`src/rtl/aes_pkg.sv`:
```
// Shared AES datapath definitions: state width, byte indexing helper,
// state type and the default width of the round tag.
package aes_pkg;

    localparam int STATE_W       = 128;
    localparam int DEFAULT_TAG_W = 4;

    typedef logic [STATE_W-1:0] aes_state_t;

    // Column-major byte index: byte b lives at bits [127-8b -: 8].
    function automatic int byte_idx(input int row, input int col);
        return 4 * col + row;
    endfunction

endpackage

```
`src/rtl/inv_shift_row_comb.sv`:
```
// Purely combinational InvShiftRows byte permutation:
//   out(r,c) = in(r, (c - r) mod 4)
// Row r rotates right by r byte positions; row 0 passes straight through.
module inv_shift_row_comb
    import aes_pkg::*;
(
    input  logic [STATE_W-1:0] state,
    output logic [STATE_W-1:0] result
);

    // Pure wiring: each output byte selects one input byte of the same row.
    for (genvar r = 0; r < 4; r++) begin : g_row
        for (genvar c = 0; c < 4; c++) begin : g_col
            localparam int DST = byte_idx(r, c);
            localparam int SRC = byte_idx(r, (c - r + 4) % 4);
            assign result[STATE_W-1-8*DST -: 8] = state[STATE_W-1-8*SRC -: 8];
        end
    end

endmodule

```
`src/rtl/inv_shift_row_stage.sv`:
```
// Registered InvShiftRows stage for the iterative AES decrypt round.
// The permuted state and its round tag are held in a 2-entry skid buffer;
// in_ready depends only on the registered occupancy, never on out_ready.
// Optional build macro INV_SHIFT_ROW_ADDKEY_EN adds port in_key and stores
// InvShiftRows(in_state) ^ in_key instead of the plain permutation.
module inv_shift_row_stage
    import aes_pkg::*;
#(
    parameter int TAG_W = DEFAULT_TAG_W,
    parameter int DEPTH = 2
) (
    input  logic                clk,
    input  logic                rst,
    input  logic                flush,
    input  logic                in_valid,
    output logic                in_ready,
    input  logic [STATE_W-1:0]  in_state,
    input  logic [TAG_W-1:0]    in_tag,
`ifdef INV_SHIFT_ROW_ADDKEY_EN
    input  logic [STATE_W-1:0]  in_key,
`endif
    output logic                out_valid,
    input  logic                out_ready,
    output logic [STATE_W-1:0]  out_state,
    output logic [TAG_W-1:0]    out_tag
);

    if (DEPTH != 2) begin : g_depth_check
        $error("inv_shift_row_stage: only DEPTH = 2 is supported");
    end

    logic [STATE_W-1:0] shifted;
    logic [STATE_W-1:0] stored_state;

    aes_state_t         state_mem [2];
    logic [TAG_W-1:0]   tag_mem   [2];
    logic               wr_ptr;
    logic               rd_ptr;
    logic [1:0]         count;

    logic               push;
    logic               pop;

    inv_shift_row_comb u_perm (
        .state  (in_state),
        .result (shifted)
    );

`ifdef INV_SHIFT_ROW_ADDKEY_EN
    assign stored_state = shifted ^ in_key;
`else
    assign stored_state = shifted;
`endif

    assign in_ready  = (count != 2'd2);
    assign out_valid = (count != 2'd0);
    assign push      = in_valid & in_ready;
    assign pop       = out_valid & out_ready;

    // Buffer storage, pointers and occupancy; flush beats push and pop.
    always_ff @(posedge clk or posedge rst) begin
        if (rst) begin
            // NOTE: the entries are cleared on reset as well as the control
            // state, so nothing from before reset can ever reach out_state.
            state_mem[0] <= '0;
            state_mem[1] <= '0;
            tag_mem[0]   <= '0;
            tag_mem[1]   <= '0;
            wr_ptr       <= 1'b0;
            rd_ptr       <= 1'b0;
            count        <= 2'd0;
        end else if (flush) begin
            wr_ptr <= 1'b0;
            rd_ptr <= 1'b0;
            count  <= 2'd0;
        end else begin
            // NOTE: non-blocking assignments here so every register samples
            // pre-edge values, whatever the statement order.
            if (push) begin
                state_mem[wr_ptr] <= stored_state;
                tag_mem[wr_ptr]   <= in_tag;
                wr_ptr            <= ~wr_ptr;
            end
            if (pop) begin
                rd_ptr <= ~rd_ptr;
            end
            unique case ({push, pop})
                2'b10:   count <= count + 2'd1;
                2'b01:   count <= count - 2'd1;
                default: count <= count;
            endcase
        end
    end

    // Head entry drives the outputs; they read as zero while empty.
    always_comb begin
        // NOTE: defaults first so no path through this block infers a latch.
        out_state = '0;
        out_tag   = '0;
        if (out_valid) begin
            out_state = state_mem[rd_ptr];
            out_tag   = tag_mem[rd_ptr];
        end
    end

endmodule

```
`config.mk`:
```
export PLATFORM = sky130hd
export DESIGN_NAME = inv_shift_row_stage
export DESIGN_NICKNAME = d
export VERILOG_FILES = /design/src/rtl/aes_pkg.sv /design/src/rtl/inv_shift_row_comb.sv /design/src/rtl/inv_shift_row_stage.sv
export SDC_FILE = /design/constraint.sdc
export NUM_CORES = 1
export LEC_CHECK = 0
export ABC_AREA = 0
export BUFFER_PORTS_ARGS = -buffer_cell sky130_fd_sc_hd__clkbuf_2
export CAP_MARGIN = 10
export CORE_MARGIN = 8
export CORE_UTILIZATION = 44
export DETAILED_ROUTE_END_ITERATION = 12
export GPL_TIMING_DRIVEN = 0
export PLACE_DENSITY_LB_ADDON = 0.08
export SLEW_MARGIN = 20
export SYNTH_ARGS = -nofsm -noshare
export SYNTH_HDL_FRONTEND = slang
export SYNTH_SLANG_ARGS = --single-unit
```
`constraint.sdc`:
```
create_clock -name clk -period 11.9 [get_ports clk]
set_clock_uncertainty 0.05 [all_clocks]
set_input_delay 1.19 -clock clk [delete_from_list [all_inputs] [get_ports clk]]
set_output_delay 1.19 -clock clk [all_outputs]
set_load 0.03 [all_outputs]
```
# Word-level counts from Yosys, hierarchy flattened
# Cells that the tools add are included.
[classes]
addsub = 2
n_lt_le_gt_ge = 3
eq_ne = 3
mux = 20
bitwise = 7
reduce_logical = 6
[op_table]
columns = ["op", "count"]
rows = [
  ["$mux 128", 5],
  ["$bwmux 256", 1],
  ["$demux 128 s1", 1],
  ["$mux 4", 5],
  ["$bwmux 8", 1],
  ["$reduce_bool 2->1", 3],
  ["$demux 4 s1", 1],
  ["$ge 2x2->1 const B", 2],
  ["$mux 1", 4],
  ["$not 1->2", 2],
  ["$pmux 2 s2", 1],
  ["$not 1->1", 3],
  ["$reduce_bool 3->1", 1],
  ["$add 2x1->2 const B", 1],
  ["$and 1x1->1", 2],
  ["$eq 2x1->1 const B", 1],
  ["$eq 2x2->1 const B", 1],
  ["$lt 2x1->1 const B", 1],
  ["$mux 2", 1],
  ["$ne 2x2->1 const B", 1],
  ["$reduce_and 2->1", 1],
  ["$sub 2x1->2 const B", 1],
  ["$logic_and 1x1->1", 1],
]
[word_totals]
regBits = 268
in_bits = 137
out_inout_bits = 134
wordCells = 48

# Longest topological paths before layout
[logic_depth]
word_depth = 6
depth_mapped = 6
mapped_depth_nobuf = 4

# By module
# From an unflattened synthesis, not the netlist that was laid out.
[unflattened]
cells_unflattened = 1004
hier_area_um2 = 12902.4
[by_module_without_submodules]
columns = ["mod", "n_inst", "cells_each", "area_each_um2", "seq_area_each_um2"]
rows = [
  ["inv_shift_row_stage", 1, 876, 11941.5, 6706.4],
  ["inv_shift_row_comb", 1, 128, 960.9, 0.0],
]

# Worst setup path before layout
# Ideal clock, no wire load.
[synth_timing]
kind = "register to output"
startpoint = "reg rd_ptr"
endpoint = "out out_state[0]"
arrival_time_ns = 1.513
required_time_ns = 10.660
slack_ns = 9.147
stages_incl_launch_ff = 5
n_path_buf = 2
cell_sequence = "dfrtp_1 clkbuf_1 clkbuf_1 mux2i_1 nor2_1"
[synth_via]
elab_chain_cells = 5
[synth_lines]
columns = ["item", "line_no", "source"]
rows = [
  ["start, declared", "inv_shift_row_stage.sv:38", "logic rd_ptr;"],
  ["start signal, assigned", "inv_shift_row_stage.sv:85", "rd_ptr <= ~rd_ptr;"],
  ["$not 1->2 (not written as such)", "inv_shift_row_stage.sv:101", "out_state = state_mem[rd_ptr];"],
  ["$mux 128 (not written as such) (3 in series)", "inv_shift_row_stage.sv:101", ""],
  ["$mux 128", "inv_shift_row_stage.sv:100", "if (out_valid) begin"],
  ["end, declared", "inv_shift_row_stage.sv:24", "output logic [STATE_W-1:0] out_state,"],
]
# Every way passes these cells. The select of a mux whose other input is x is not followed.

# Worst setup path after layout
[layout_timing]
startpoint = "reg count[1]"
endpoint = "out out_state[76]"
[layout_via]
elab_chain_cells = 2
[layout_lines]
columns = ["item", "line_no", "source"]
rows = [
  ["start, declared", "inv_shift_row_stage.sv:39", "logic [1:0] count;"],
  ["start signal, assigned", "inv_shift_row_stage.sv:88", "2'b10: count <= count + 2'd1;"],
  ["start signal, assigned", "inv_shift_row_stage.sv:89", "2'b01: count <= count - 2'd1;"],
  ["start signal, assigned", "inv_shift_row_stage.sv:90", "default: count <= count;"],
  ["$reduce_bool 2->1", "inv_shift_row_stage.sv:56", "assign out_valid = (count != 2'd0);"],
  ["$mux 128", "inv_shift_row_stage.sv:100", ""],
]
# Every way passes these cells.

==> impl_metrics.py <==
metrics = {
    "floorplan": {
        "start_util_pct": 44.6,
        "rows": 60,
        "die_y_um": 181,
        "coreArea_sq_um": 26800,
        "pin_count": 271,
        "dieArea_sq_um": 32700,
        "die_w_um": 181,
    },
    "synthesis": {
        "syn_area_sq_um": 11900,
        "synthTopCellsByCount": "dfrtp_1, mux2_2, nor2_1",
        "netlist_top_cells_area": "dfrtp_1, mux2_2, mux2i_1, mux2_1, nor2_1",
        "synth-seq-cells": 268,
        "syn_nets": 1013,
        "synth_edf_count": 0,
        "synthFlopType": "dfrtp_1",
        "synthDominantCellAreaShare_pct": 56.2,
        "async_flop_share_pct": 100,
        "yosysTopAreaCell": "dfrtp_1",
        "synth_area_per_cell_sq_um": 13.6,
        "yosys_warnings": 0,
        "synth.most_common_cell": "dfrtp_1",
        "ys_seq_area_share_pct": 56.2,
        "synth_cells": 876,
        "synth.distinct_cells": 23,
    },
    "clock_tree": {
        "cts-buffers-inserted": 30,
        "clk_path_buf_depth": 3,
        "ctsRootBufferMaster": "clkbuf_16",
        "h-tree-depth": 1,
        "cts_tree": "built",
        "cts.clk_slew.worst_paths_ns": 0.06,
        "cts_setup_buffers": 0,
        "cts_resized": 0,
        "insertion_delay_ns": 0.54,
        "cts_hold_buffers": 0,
        "clock-sinks": 268,
    },
    "sta": {
        "hold_viol_final": 0,
        "fin_crit_sh_pct": 35.6,
        "drv_slew": 0,
        "relSlewSlack_pct": 44.9,
        "setup_slack_ns": 7.66,
        "tightestPinTransition_ns": 0.824,
        "clock.fmax_ghz": 0.236,
        "rsz0062_at_grt": "no",
        "finalSetupViolations": 0,
        "period_minus_slack_ns": 4.24,
        "finalSetupTns_ns": 0,
    },
    "power": {
        "leakagePower_nw": 6.85,
        "combPwrFrac_pct": 22.5,
        "power_mw": 2.85,
        "p_switching_uw": 805,
        "p_int_mw": 2.04,
        "sw_frac_of_total_pct": 28.3,
        "powerDensity_nw_per_um2": 192,
        "seqPwrFrac_pct": 43.6,
        "irDropWorstVdd_mv": 0.129,
        "p_clk_share_pct": 33.9,
    },
    "detailed_routing": {
        "drtAntennaViolNets": 0,
        "wl_per_cell_um": 18.5,
        "firstDrtPassIters": 4,
        "routed_via_density": 5.02,
        "via_count": 7750,
        "remaining_drc_errors": 0,
        "drtIter0Drc": 344,
        "drt-total-wl_um": 28500,
    },
    "placed_design": {
        "hpwl_um": 20600,
        "dpl.cell_count": 1489,
        "globalplace.congestion": 0.761,
        "dp_worst_setup_slack_ns": 8.08,
        "port_buffers": 270,
    },
    "run": {
        "maxCapViolCount": 0,
    },
    "worst_setup_path": {
        "path_delay_family": "buffers and inverters",
        "ff2ff_path_depth": 6,
        "crit_chain": "nor2_1 > clkbuf_1 > clkbuf_1 > nor2_1 > clkbuf_2",
        "cp_max_fo": 10,
        "worstPathRequired_ns": 10.66,
        "max_stage_delay_ns": 0.66,
        "start_kind": "register",
        "critPathBufInv": 3,
        "r2r-end": "state_mem[31]$_DFFE_PP0P_",
        "crit_arrival_ns": 3.00,
        "criticalPathCategory": "register to primary output",
        "rr_startpoint": "count[1]$_DFFE_PP0P_",
        "ff2ff_setup_slack_ns": 9.65,
        "cp_slowest_cell": "nor2_1",
        "cp-end-kind": "primary output",
    },
    "worst_hold_path": {
        "min_to": "state_mem[182]$_DFFE_PP0P_",
        "min_path_type": "register to register",
        "hold_start": "state_mem[182]$_DFFE_PP0P_",
        "holdPathStages": 1,
    },
    "layout": {
        "drive_above_1_share_pct": 45.4,
        "fin_util_pct": 55.4,
        "areaGrowthSynthToFinish_pct": 24.3,
        "num-fill-cells": 2311,
        "instances_no_fill": 1545,
        "final_nets": 1317,
    },
    "grt": {
        "grt-ovfl-total": 0,
        "grt_max_degree": 102,
        "grtUsageTotal_pct": 17.3,
        "antenna_found_initial": 4,
        "grt_pass1_wl_um": 46400,
        "first_global_vias": 8521,
    },
    "status": {
        "status": "completed",
    },
}
-- power groups by stage --
stage	Sequential (mW)	Combinational, mW	Clock, mW
final	1.24	0.639	0.965
after global routing	1.27	0.700	1.03
after CTS	1.24	0.653	0.997
after detailed placement	1.26	0.651	0
after global placement	1.25	0.639	0
after floorplan	1.23	0.485	0
-- through the flow --
stage,cell area [sq um],hold slack (ns)
global placement,13700,0.416
CTS,14800,0.437
floorplan,11900,0.407
finish,14800,0.432
detailed placement,13800,0.424
global route,14800,0.451
-- layer usage --
layer / routed length (um) / global-route usage [%] / vias up
li1: - / - / 3667
met1: 12800 / 22.6 / 3857
met2: 13300 / 28.1 / 186
met3: 1930 / 5.42 / 34
met4: 504 / 3.47 / 6
met5: 30 / 0 / -
-- kinds of logic (layout without fill, tap and decap cells) --
family / count (synthesis) / in the layout / synth area share [%]
other: 0 / 1 / 0
flip-flops: 268 / 268 / 56.2
AND/OR/NAND/NOR: 141 / 141 / 4.69
multiplexers: 397 / 397 / 36.0
XOR/XNOR: 1 / 1 / 0.0734
AO/OA/AOI/OAI: 8 / 8 / 0.377
buffers and inverters: 61 / 388 / 2.65
-- layout by cell type, fill, tap and decap left out, drive strengths merged, types with 2 or more instances in the layout --
cell | netlist | routed
clkbuf | 18 | 333
dfrtp | 268 | 268
mux2 | 264 | 264
nor2 | 134 | 134
mux2i | 133 | 133
buf | 39 | 41
clkinv | 0 | 6
a21oi | 4 | 4
bufinv | 0 | 4
inv | 4 | 4
o21ai | 2 | 2
-- worst reg2reg max path: stages, from the launching register on --
cell	delay, ns
dfrtp_1	0.42
nor2b_2	0.25
inv_1	0.12
nand4b_1	0.27
buf_2	0.38
buf_4	0.27
mux2_2	0.36
-- worst max-delay path by stage --
| stage | startpoint | to | depth (start not counted) |
|---|---|---|---|
| CTS | count[1]$_DFFE_PP0P_ | out_state[76] | 5 |
| detailed placement | count[0]$_DFFE_PP0P_ | out_state[76] | 5 |
| finish | count[1]$_DFFE_PP0P_ | out_state[76] | 5 |
| global placement | rst | state_mem[112]$_DFFE_PP0P_ | 2 |
| global route | count[0]$_DFFE_PP0P_ | out_state[76] | 5 |
| floorplan | rst | count[0]$_DFFE_PP0P_ | 1 |
-- cell type report --
type | instances | area [sq um] | share of cell area, %
Antenna cell | 1 | 2.50 | 0.0169
Tap cell | 341 | 427 | 2.87
Inverter | 4 | 22.5 | 0.152
Sequential cell | 268 | 6710 | 45.2
Clock buffer | 45 | 908 | 6.12
Buffer | 57 | 302 | 2.03
Clock inverter | 10 | 150 | 1.01
Multi-Input combinational cell | 547 | 4920 | 33.1
Timing Repair Buffer | 272 | 1410 | 9.47
-- registers in the layout, indices dropped and copies added (netlist names) --
signal,cells
state_mem,256
count,2
rd_ptr,1
tag_mem,8
wr_ptr,1
(Power assumes the default switching activity.)
